[config.mk]
export PLATFORM = sky130hd
export DESIGN_NAME = stream_frame_sched_flat
export DESIGN_NICKNAME = d
export VERILOG_FILES = /design/src/rtl/stream_frame_sched_if.sv /design/src/rtl/stream_frame_sched.sv /design/src/flat_wrapper.sv
export SDC_FILE = /design/constraint.sdc
export NUM_CORES = 1
export LEC_CHECK = 0
export ABC_AREA = 1
export CAP_MARGIN = 5
export CORE_ASPECT_RATIO = 0.75
export CORE_UTILIZATION = 35
export CTS_CLUSTER_SIZE = 28
export DETAILED_ROUTE_END_ITERATION = 8
export PLACE_DENSITY = 0.64
export SETUP_SLACK_MARGIN = 0.4
export SLEW_MARGIN = 20
export SYNTH_ARGS = -nofsm -noshare
export SYNTH_HDL_FRONTEND = slang
export SYNTH_SLANG_ARGS = --single-unit
export TNS_END_PERCENT = 20
[constraint.sdc]
create_clock -name clk -period 2.4 [get_ports clk]
set_input_delay 0.48 -clock clk [delete_from_list [all_inputs] [get_ports clk]]
set_output_delay 0.48 -clock clk [all_outputs]
set_load 0.01 [all_outputs]
[src/rtl/stream_frame_sched_if.sv]
// Request/grant and streamer-control bundle between requesters, the scheduler and the LED streamer.
interface stream_frame_sched_if #(
  parameter int unsigned N_REQ  = 4,
  parameter int unsigned CODE_W = 7,
  parameter int unsigned IDX_W  = 13
) ();
  logic [N_REQ-1:0]        req;
  logic [N_REQ*CODE_W-1:0] code_in;
  logic [N_REQ-1:0]        gnt;
  logic [N_REQ-1:0]        done;
  logic [CODE_W-1:0]       sel_code;
  logic                    frame_start;
  logic                    bit_tick;
  logic [IDX_W-1:0]        bit_idx;
  logic                    bit_valid;
  logic                    busy;

  modport master (
    output req, code_in,
    input  gnt, done, sel_code, frame_start, bit_tick, bit_idx, bit_valid, busy
  );

  modport slave (
    input  req, code_in,
    output gnt, done, sel_code, frame_start, bit_tick, bit_idx, bit_valid, busy
  );
endinterface

[src/rtl/stream_frame_sched.sv]
// Round-robin frame scheduler/sequencer for the serial LED pattern streamer.
// Optional feature: IDLE_REPEAT_EN replays the last frame while no requester is pending.
module stream_frame_sched #(
  parameter int unsigned N_REQ      = 4,
  parameter int unsigned CODE_W     = 7,
  parameter int unsigned FRAME_BITS = 5132,
  parameter int unsigned PRESCALE   = 655,
  parameter int unsigned GAP_TICKS  = 16,
  parameter int unsigned IDX_W      = 13
) (
  input  logic                clk,
  input  logic                rst_n,
  stream_frame_sched_if.slave bus
);
  localparam int unsigned PTR_W = (N_REQ > 1) ? $clog2(N_REQ) : 1;
  localparam int unsigned PSC_W = $clog2(PRESCALE);
  localparam int unsigned GAP_W = $clog2(GAP_TICKS + 1);

  localparam logic [PSC_W-1:0] PSC_MAX   = PSC_W'(PRESCALE - 1);
  localparam logic [GAP_W-1:0] GAP_LAST  = GAP_W'(GAP_TICKS - 1);
  localparam logic [IDX_W-1:0] IDX_FIRST = IDX_W'(FRAME_BITS - 1);
  localparam logic [PTR_W-1:0] PTR_LAST  = PTR_W'(N_REQ - 1);

  typedef enum logic [1:0] {IDLE, GRANT, SEND, GAP} state_t;

  state_t              r_state;
  logic [PSC_W-1:0]    r_psc;
  logic [GAP_W-1:0]    r_gap_cnt;
  logic [IDX_W-1:0]    r_bit_idx;
  logic [PTR_W-1:0]    r_owner;
  logic [PTR_W-1:0]    r_rr_ptr;
  logic [CODE_W-1:0]   r_sel_code;
  logic                r_replay;
  logic [N_REQ-1:0]    r_gnt;
  logic [N_REQ-1:0]    r_done;
  logic                r_frame_start;
  logic                r_bit_tick;
  logic                r_bit_valid;
  logic                r_busy;
`ifdef IDLE_REPEAT_EN
  logic                r_sent;
  logic                w_sent_nxt;
`endif

  state_t              w_state_nxt;
  logic [PSC_W-1:0]    w_psc_nxt;
  logic [GAP_W-1:0]    w_gap_nxt;
  logic [IDX_W-1:0]    w_idx_nxt;
  logic [PTR_W-1:0]    w_owner_nxt;
  logic [PTR_W-1:0]    w_rr_nxt;
  logic [CODE_W-1:0]   w_sel_nxt;
  logic                w_replay_nxt;
  logic [N_REQ-1:0]    w_gnt_nxt;
  logic [N_REQ-1:0]    w_done_nxt;
  logic                w_start_nxt;
  logic                w_tick_nxt;
  logic                w_tick;

  logic [N_REQ-1:0]    w_rot;
  logic [PTR_W-1:0]    w_off;
  logic [PTR_W:0]      w_sum;
  logic [PTR_W-1:0]    w_win;
  logic [PTR_W-1:0]    w_win_inc;
  logic                w_win_vld;
  logic [CODE_W-1:0]   w_win_code;

  // Rotate requests so bit 0 is rr_ptr, pick the lowest set bit, then rotate back.
  always_comb begin
    w_rot     = N_REQ'({bus.req, bus.req} >> r_rr_ptr);
    w_win_vld = |bus.req;
    w_off     = '0;
    for (int i = int'(N_REQ) - 1; i >= 0; i--) begin
      if (w_rot[i]) w_off = PTR_W'(i);
    end
    w_sum = {1'b0, r_rr_ptr} + {1'b0, w_off};
    if (w_sum > {1'b0, PTR_LAST}) w_sum = w_sum - (PTR_W+1)'(N_REQ);
    w_win      = w_sum[PTR_W-1:0];
    w_win_inc  = (w_win == PTR_LAST) ? '0 : w_win + 1'b1;
    w_win_code = '0;
    for (int i = 0; i < int'(N_REQ); i++) begin
      if (w_win == PTR_W'(i)) w_win_code = bus.code_in[i*CODE_W +: CODE_W];
    end
  end

  assign w_tick = (r_psc == PSC_MAX);

  // Next-state and next-output logic; every registered output is derived from the state being entered.
  always_comb begin
    w_state_nxt  = r_state;
    w_psc_nxt    = r_psc;
    w_gap_nxt    = r_gap_cnt;
    w_idx_nxt    = r_bit_idx;
    w_owner_nxt  = r_owner;
    w_rr_nxt     = r_rr_ptr;
    w_sel_nxt    = r_sel_code;
    w_replay_nxt = r_replay;
    w_done_nxt   = '0;
    w_start_nxt  = 1'b0;
    w_gnt_nxt    = '0;
    w_tick_nxt   = 1'b0;
`ifdef IDLE_REPEAT_EN
    w_sent_nxt   = r_sent;
`endif

    case (r_state)
      IDLE: begin
        w_psc_nxt = '0;
        if (w_win_vld) begin
          w_state_nxt  = GRANT;
          w_owner_nxt  = w_win;
          w_rr_nxt     = w_win_inc;
          w_sel_nxt    = w_win_code;
          w_replay_nxt = 1'b0;
          w_start_nxt  = 1'b1;
          w_idx_nxt    = IDX_FIRST;
`ifdef IDLE_REPEAT_EN
          w_sent_nxt   = 1'b1;
`endif
        end
`ifdef IDLE_REPEAT_EN
        else if (r_sent) begin
          w_state_nxt  = GRANT;
          w_replay_nxt = 1'b1;
          w_start_nxt  = 1'b1;
          w_idx_nxt    = IDX_FIRST;
        end
`endif
      end
      GRANT: begin
        w_state_nxt = SEND;
        w_psc_nxt   = '0;
        w_gap_nxt   = '0;
      end
      SEND: begin
        if (w_tick) begin
          w_psc_nxt = '0;
          if (r_bit_idx == '0) w_state_nxt = GAP;
          else                 w_idx_nxt   = r_bit_idx - 1'b1;
        end else begin
          w_psc_nxt = r_psc + 1'b1;
        end
      end
      GAP: begin
        if (w_tick) begin
          w_psc_nxt = '0;
          if (r_gap_cnt == GAP_LAST) begin
            w_state_nxt = IDLE;
            w_gap_nxt   = '0;
            if (!r_replay) w_done_nxt[r_owner] = 1'b1;
          end else begin
            w_gap_nxt = r_gap_cnt + 1'b1;
          end
        end else begin
          w_psc_nxt = r_psc + 1'b1;
        end
      end
      default: w_state_nxt = IDLE;
    endcase

    if (w_state_nxt != IDLE && !w_replay_nxt) w_gnt_nxt[w_owner_nxt] = 1'b1;
    w_tick_nxt = (w_state_nxt == SEND || w_state_nxt == GAP) && (w_psc_nxt == PSC_MAX);
  end

  always_ff @(posedge clk or negedge rst_n) begin
    if (!rst_n) r_state <= IDLE;
    else        r_state <= w_state_nxt;
  end

  always_ff @(posedge clk or negedge rst_n) begin
    if (!rst_n) begin
      r_psc         <= '0;
      r_gap_cnt     <= '0;
      r_bit_idx     <= IDX_FIRST;
      r_owner       <= '0;
      r_rr_ptr      <= '0;
      r_sel_code    <= '0;
      r_replay      <= 1'b0;
      r_gnt         <= '0;
      r_done        <= '0;
      r_frame_start <= 1'b0;
      r_bit_tick    <= 1'b0;
      r_bit_valid   <= 1'b0;
      r_busy        <= 1'b0;
`ifdef IDLE_REPEAT_EN
      r_sent        <= 1'b0;
`endif
    end else begin
      r_psc         <= w_psc_nxt;
      r_gap_cnt     <= w_gap_nxt;
      r_bit_idx     <= w_idx_nxt;
      r_owner       <= w_owner_nxt;
      r_rr_ptr      <= w_rr_nxt;
      r_sel_code    <= w_sel_nxt;
      r_replay      <= w_replay_nxt;
      r_gnt         <= w_gnt_nxt;
      r_done        <= w_done_nxt;
      r_frame_start <= w_start_nxt;
      r_bit_tick    <= w_tick_nxt;
      r_bit_valid   <= (w_state_nxt == SEND);
      r_busy        <= (w_state_nxt != IDLE);
`ifdef IDLE_REPEAT_EN
      r_sent        <= w_sent_nxt;
`endif
    end
  end

  assign bus.gnt         = r_gnt;
  assign bus.done        = r_done;
  assign bus.sel_code    = r_sel_code;
  assign bus.frame_start = r_frame_start;
  assign bus.bit_tick    = r_bit_tick;
  assign bus.bit_idx     = r_bit_idx;
  assign bus.bit_valid   = r_bit_valid;
  assign bus.busy        = r_busy;
endmodule
[src/flat_wrapper.sv]
// flat-port wrapper written by rule: the top's interface ports become plain ports
module stream_frame_sched_flat 
#(
  parameter int unsigned N_REQ      = 4,
  parameter int unsigned CODE_W     = 7,
  parameter int unsigned FRAME_BITS = 5132,
  parameter int unsigned PRESCALE   = 655,
  parameter int unsigned GAP_TICKS  = 16,
  parameter int unsigned IDX_W      = 13
)
  (clk, rst_n, bus_req, bus_code_in, bus_gnt, bus_done, bus_sel_code, bus_frame_start, bus_bit_tick, bus_bit_idx, bus_bit_valid, bus_busy);
  stream_frame_sched_if #(.N_REQ(N_REQ), .CODE_W(CODE_W), .IDX_W(IDX_W)) bus_i ();
  input  logic clk;
  input  logic rst_n;
  input wire logic [$bits(bus_i.req)-1:0] bus_req;
  input wire logic [$bits(bus_i.code_in)-1:0] bus_code_in;
  output wire logic [$bits(bus_i.gnt)-1:0] bus_gnt;
  output wire logic [$bits(bus_i.done)-1:0] bus_done;
  output wire logic [$bits(bus_i.sel_code)-1:0] bus_sel_code;
  output wire logic [$bits(bus_i.frame_start)-1:0] bus_frame_start;
  output wire logic [$bits(bus_i.bit_tick)-1:0] bus_bit_tick;
  output wire logic [$bits(bus_i.bit_idx)-1:0] bus_bit_idx;
  output wire logic [$bits(bus_i.bit_valid)-1:0] bus_bit_valid;
  output wire logic [$bits(bus_i.busy)-1:0] bus_busy;
  assign bus_i.req = bus_req;
  assign bus_i.code_in = bus_code_in;
  assign bus_gnt = bus_i.gnt;
  assign bus_done = bus_i.done;
  assign bus_sel_code = bus_i.sel_code;
  assign bus_frame_start = bus_i.frame_start;
  assign bus_bit_tick = bus_i.bit_tick;
  assign bus_bit_idx = bus_i.bit_idx;
  assign bus_bit_valid = bus_i.bit_valid;
  assign bus_busy = bus_i.busy;
  stream_frame_sched #(.N_REQ(N_REQ), .CODE_W(CODE_W), .FRAME_BITS(FRAME_BITS), .PRESCALE(PRESCALE), .GAP_TICKS(GAP_TICKS), .IDX_W(IDX_W)) u_core (.clk(clk), .rst_n(rst_n), .bus(bus_i));
endmodule
==> reports/qor.txt, run 1 <==
Status: finished, final reports clean
Synthesized Nets: 420
Max H-tree Level: 2
Period utilisation layout: 92.72%
Hold Path Class: in -> async
Critical path class: reg -> reg
Clock latency on the worst-skew pair: 0.29 ns
CP Launch Type: flop
Largest net degree at the start of global routing: 23
Post-synth EDFFs: 0
CTS tree: done
Vias per Instance: 4.770
Row count: 29
Area share of the largest cell type after synthesis: 40.36%
Top cells by area, synth: dfrtp_1 40%, nand2_1 11%, inv_1 5.3%
Die H: 82.69 um
DR pass1 iterations: 5
Total track usage: 16.73%
Detailed Route WL: 7386 um
CTS root buf: clkbuf_16
Crit-path leading delay family: simple AND/OR/NAND/NOR gates
Least-Margin Pin Slew: 0.4184 ns
Dpl hpwl: 5459 um
Synth Area per Inst: 8.016 um^2
Worst r2r path cells: 16
Max rail drop VDD: 0.2514 mV
Clock Skews: 0.003071 ns
Req. time, crit path: 2.59 ns
Crit path largest cell delay: 0.47 ns
Drt wl/cell: 12.89 um
Mapped Cells: 379
Slew Viols, Final: 0
Die Area: 9060 um^2
Core Area: 8454 um^2
TritonCTS buffer count: 5
First DRT Iteration DRCs: 141
Diode count: 0
CP dominant cell by count: nand2_1
Pwr dens: 439.0 nW/um^2
Async S/R FF share, synth: 100.0%
Layout cell share with drive strength beyond 1: 20.86%
Worst slew margin: 72.11%
Layout area overhead: 39.54%
Die X: 109.6 um
Initial Util: 35.93%
Worst path cell trace: inv_4 -> nand2_2 -> nand3_1 -> nand2_1 -> a21boi_2 -> ha_2 -> xnor2_4 -> inv_2 -> nand2_4 -> nand2_4 -> ha_4 -> buf_6 -> a21oi_2 -> nand2_1 -> nand2_1 -> nand2_1
Yosys reg bits: 54
Clock transition at path regs: 0.07 ns
Routed vias: 2,733
CTS max path bufs: 2
Post-synth top cells: 93 x nand2_1, 49 x dfrtp_1, 43 x inv_1, 34 x nor2_1, 27 x nand3_1
Top-count cell post-synth: nand2_1
Netlist cell types: 40
GR Overflow Total: 0
CP endpoint kind: flop
Clock sink count: 54
Worst path slowest cell: dfrtp_2
Synth warn: 0
Ports: 66
Max-Cap Viols: 0
LEAKAGE: 2.011 nW
# setup viols final: 0
Hold Vio Cnt, Final: 0
CP Buf/Inv Count: 3
Synthesized area: 3038 um^2
Final net count: 505
Critical Path Stages: 16
Fmax: 0.4494 GHz
Tmin final: 2.225 ns
Setup TNS: 0 ns
First-pass GRT wire length: 11,640 um
Yosys top cell by area: dfrtp_1
Placed Cells: 556
Vias in the first global route: 2,449
Fin util: 50.14%
DRC Markers: 0
Non-filler instance count after layout: 573
Worst-path maximum fanout: 6
Worst Hold Slack: 0.1193 ns
Seq/Total Area, Yosys: 44.69%
CTS Hold Bufs: 0
Crit path DAT: 2.41 ns
Initial antenna violation count: 0
Remaining antenna violation count: 0
GP Congestion: 0.8279
Port Buffers: 65
Unrepaired setup endpoints after global routing: true
Post-synth top flop: dfrtp_1
[worst register-to-register path: cells and delay by family (launching register included)]
family / cells / cell delay (ns)
AOI/OAI and AO/OA: 2 / 0.25
adders and majority gates: 2 / 0.39
DFF: 1 / 0.47
xor gates and xnor gates: 1 / 0.21
and+or+nand+nor: 8 / 0.49
buffers and inverters: 3 / 0.31
[cell families after synthesis]
group	synth area share, %
buf+inv	7.701
simple gates	33.28
compound gates	8.814
xor+xnor	2.306
flops	44.69
fa+ha+maj	2.883
mux	0.3295
[power by group]
group	switching (mW)	total [mW]	internal, mW
Clock	0.319	0.733	0.414
Combinational	0.107	0.218	0.111
Sequential	0	0.910	0.910
Total	0.426	1.86	1.43
[metal layers]
metal | up-vias | global-route usage [%] | part of all wire [%]
met4 | 0 | 5.733 | 1.1
met2 | 48 | 24.21 | 44
met1 | 1274 | 24.66 | 51
met3 | 7 | 3.297 | 3.7
met5 | - | 0 | 0
li1 | 1404 | - | -
[timing repair]
action,CTS,global route
gates resized for setup,26,9
endpoints found under the hold margin,0,0
buffers inserted,7,2
endpoints found under the setup margin,16,21
pin swaps,9,7
gates cloned,0,0
[through the flow]
step	area [um^2]	worst slack [ns]	total power [mW]
2_1_floorplan	3104	0.2667	1.018
3_3_place_gp	3900	-0.2779	1.111
5_1_grt	4239	0.02847	1.949
3_5_place_dp	3900	-0.3949	1.114
4_1_cts	4188	0.2150	1.877
6_report	4239	0.1747	1.861
[area by class of cell]
| class | count | area [um^2] |
|---|---|---|
| sequential | 54 | 1360 |
| tap | 108 | 135.1 |
| clock inverter | 2 | 12.51 |
| fill | 822 | 4215 |
| inverter | 48 | 192.7 |
| timing repair buffer | 86 | 814.5 |
| multi-input combinational | 269 | 1585 |
| clock buffer | 6 | 138.9 |
[placed cells by master (no fill, tap or decap), types with 4 or more instances in the layout]
master,count
nand4_1,16
clkdlybuf4s50_1,60
nand2_2,12
o31ai_1,4
buf_4,19
o21ai_0,11
nand3_1,21
dfrtp_1,47
nor2_1,34
dlygate4sd2_1,4
nand2_4,6
dfstp_2,5
xor2_1,4
clkbuf_16,5
inv_1,41
nand3_2,8
a21oi_2,7
ha_1,4
nor3_1,10
nand2_1,84
a21oi_1,17
[sequential cells by signal (all words and copies together), names as in the netlist, 2 cells and up]
name	flops
u_core.r_gap_cnt	5
u_core.bus.sel_code	7
u_core.bus.bit_idx	13
u_core.bus.done	4
u_core.r_rr_ptr	2
u_core.r_psc	10
u_core.r_owner	2
u_core.bus.gnt	4
u_core.r_state	2
[final timing paths]
check,startpoint,end,slack [ns]
max in group asynchronous,rst_n,u_core.bus.bit_idx[1]$_DFFE_PN1P_,1.60
worst min register to register,u_core.r_owner[1]$_DFF_PN0_,u_core.bus.done[0]$_DFF_PN0_,0.47
worst max register to register,u_core.r_rr_ptr[0]$_DFFE_PN0P_,u_core.bus.sel_code[6]$_DFFE_PN0P_,0.17
worst min-delay path,rst_n,u_core.bus.bit_idx[2]$_DFFE_PN0P_,0.12
worst max-delay path,u_core.r_rr_ptr[0]$_DFFE_PN0P_,u_core.bus.sel_code[6]$_DFFE_PN0P_,0.17
min in group clk,u_core.r_owner[1]$_DFF_PN0_,u_core.bus.done[0]$_DFF_PN0_,0.47
(Power assumes the default switching activity.)
==> run 2, diff against run 1 <==
- CAP_MARGIN: 5 -> not set
- CORE_UTILIZATION: 35 -> 46
- PLACE_DENSITY: 0.64 -> 0.79
- SKIP_CTS_REPAIR_TIMING: not set -> 1
==> reports/qor.txt, run 2 (synthesized netlist as in run 1, its figures left out) <==
R2R Setup Slk: 0.12 ns
Fin util: 65.38%
Unrepaired setup endpoints after global routing: true
Hold Path Class: in -> async
NetSw: 416.2 uW
Setup TNS: 0 ns
Diode count: 0
Clock Skews: 0.01472 ns
Routed vias: 2,829
First DRT Iteration DRCs: 113
Hold Vio Cnt, Final: 0
Detailed Route WL: 7051 um
Pwr dens: 421.6 nW/um^2
Clock transition at path regs: 0.11 ns
Worst r2r path cells: 16
Non-filler instance count after layout: 540
CTS root buf: clkbuf_8
Clock latency on the worst-skew pair: 0.32 ns
Max-Cap Viols: 0
GR Overflow Total: 0
Die H: 72.38 um
Most common cell after layout, fill and taps aside: nand2_1
CTS tree: done
Commonest non-fill, non-tap cells in the layout: 85 x nand2_1, 60 x clkdlybuf4s50_1, 47 x dfrtp_1
Port Buffers: 65
Pwr Total: 1.750 mW
Worst Hold Slack: 0.2756 ns
Core Area: 6350 um^2
Ports: 66
Seq pwr share: 52.0%
Final net count: 499
Max H-tree Level: 2
Placed Cells: 527
Max reg flops: 13
Initial antenna violation count: 0
# setup viols final: 0
Met1 Resource Use GR: 28.81%
Req. time, crit path: 2.62 ns
CP endpoint kind: flop
Die Area: 6937 um^2
Worst slew margin: 55.43%
CP Launch Type: flop
Placed instance area: 3864 um^2
GP Congestion: 0.8904
Dpl hpwl: 5257 um
DR pass1 iterations: 4
Crit path DAT: 2.49 ns
Worst setup path start: u_core.r_rr_ptr[0]$_DFFE_PN0P_
LEAKAGE: 1.997 nW
Status: finished, final reports clean
GR peak layer: met2
Period utilisation layout: 94.88%
Reg2reg end: u_core.bus.sel_code[5]$_DFFE_PN0P_
Layout cell share with drive strength beyond 1: 19.17%
Met3 Use GR: 4.193%
Setup ws final: 0.1229 ns
Sw Ratio: 23.77%
Cell area after layout: 4151 um^2
Cell Int Power: 1.334 mW
Critical path class: reg -> reg
Drt wl/cell: 13.06 um
Least-Margin Pin Slew: 0.6685 ns
Tmin final: 2.277 ns
Worst-path maximum fanout: 6
Clock power frac: 35.9%
Die X: 95.84 um
Total track usage: 20.92%
Vias per Instance: 5.239
Max rail drop VDD: 0.3658 mV
Vias in the first global route: 2,577
TritonCTS buffer count: 5
RR Startpoint: u_core.r_rr_ptr[0]$_DFFE_PN0P_
First-pass GRT wire length: 11,350 um
DRC Markers: 0
Row count: 25
Fmax: 0.4392 GHz
CTS max path bufs: 2
Slew Viols, Final: 0
Combinational Power Share: 12.2%
Remaining antenna violation count: 0
Clock sink count: 54
Pre-CTS setup slack: -0.4101 ns
Layout area overhead: 36.66%
GR Util met2: 33.10%
Largest net degree at the start of global routing: 55
Initial Util: 47.84%
run 2: cell count changes in the layout (fill, tap and decap cells not counted), sizes merged:
cell and change:
bufinv +1, dlymetal6s2s +4, clkinvlp -1, buf -6, clkbuf -1, inv +1
dlygate4sd2 -4
run 2: worst max-delay path by stage:
stage / end / slack [ns]
finish: u_core.bus.sel_code[5]$_DFFE_PN0P_ / 0.12
global route: u_core.bus.sel_code[5]$_DFFE_PN0P_ / 0.03
CTS: u_core.bus.sel_code[5]$_DFFE_PN0P_ / -0.07
detailed placement: u_core.bus.sel_code[5]$_DFFE_PN0P_ / -0.41
global placement: u_core.bus.sel_code[5]$_DFFE_PN0P_ / -0.24
floorplan: u_core.bus.sel_code[6]$_DFFE_PN0P_ / 0.27
run 2: cell type report:
class,count,area (um^2)
clock inverters,3,47.55
flip-flops and latches,54,1360
well taps,81,101.3
clock buffers,5,68.82
repair buffers,80,800.8
multi-input cells,269,1585
fillers,511,2198
inverters,48,187.7
run 2: power by group through the flow:
stage	Sequential [mW]	Combinational [mW]	Clock, mW
after floorplan	0.927	0.0902	0
after global placement	0.927	0.185	0
after detailed placement	0.927	0.189	0
after CTS	0.910	0.190	0.653
after global routing	0.910	0.232	0.691
final	0.910	0.213	0.628
run 2: layer usage:
metal  part of all wire [%]  routed length (um)
met4                   0.78                  55
met2                     47                3284
met5                      0                   0
met1                     47                3315
met3                    5.6                 395
run 2: critical path, cell delays in order (launching register included):
cell	delay, ns
dfrtp_2	0.49
nand2_1	0.15
nand3_2	0.10
nand2_2	0.09
nand3_2	0.08
a21boi_2	0.17
ha_4	0.18
xnor2_4	0.13
inv_2	0.06
nand2_4	0.07
nand2_4	0.07
ha_4	0.19
buf_6	0.13
a21oi_2	0.10
nand2_1	0.06
nand2_1	0.05
nand2_1	0.04
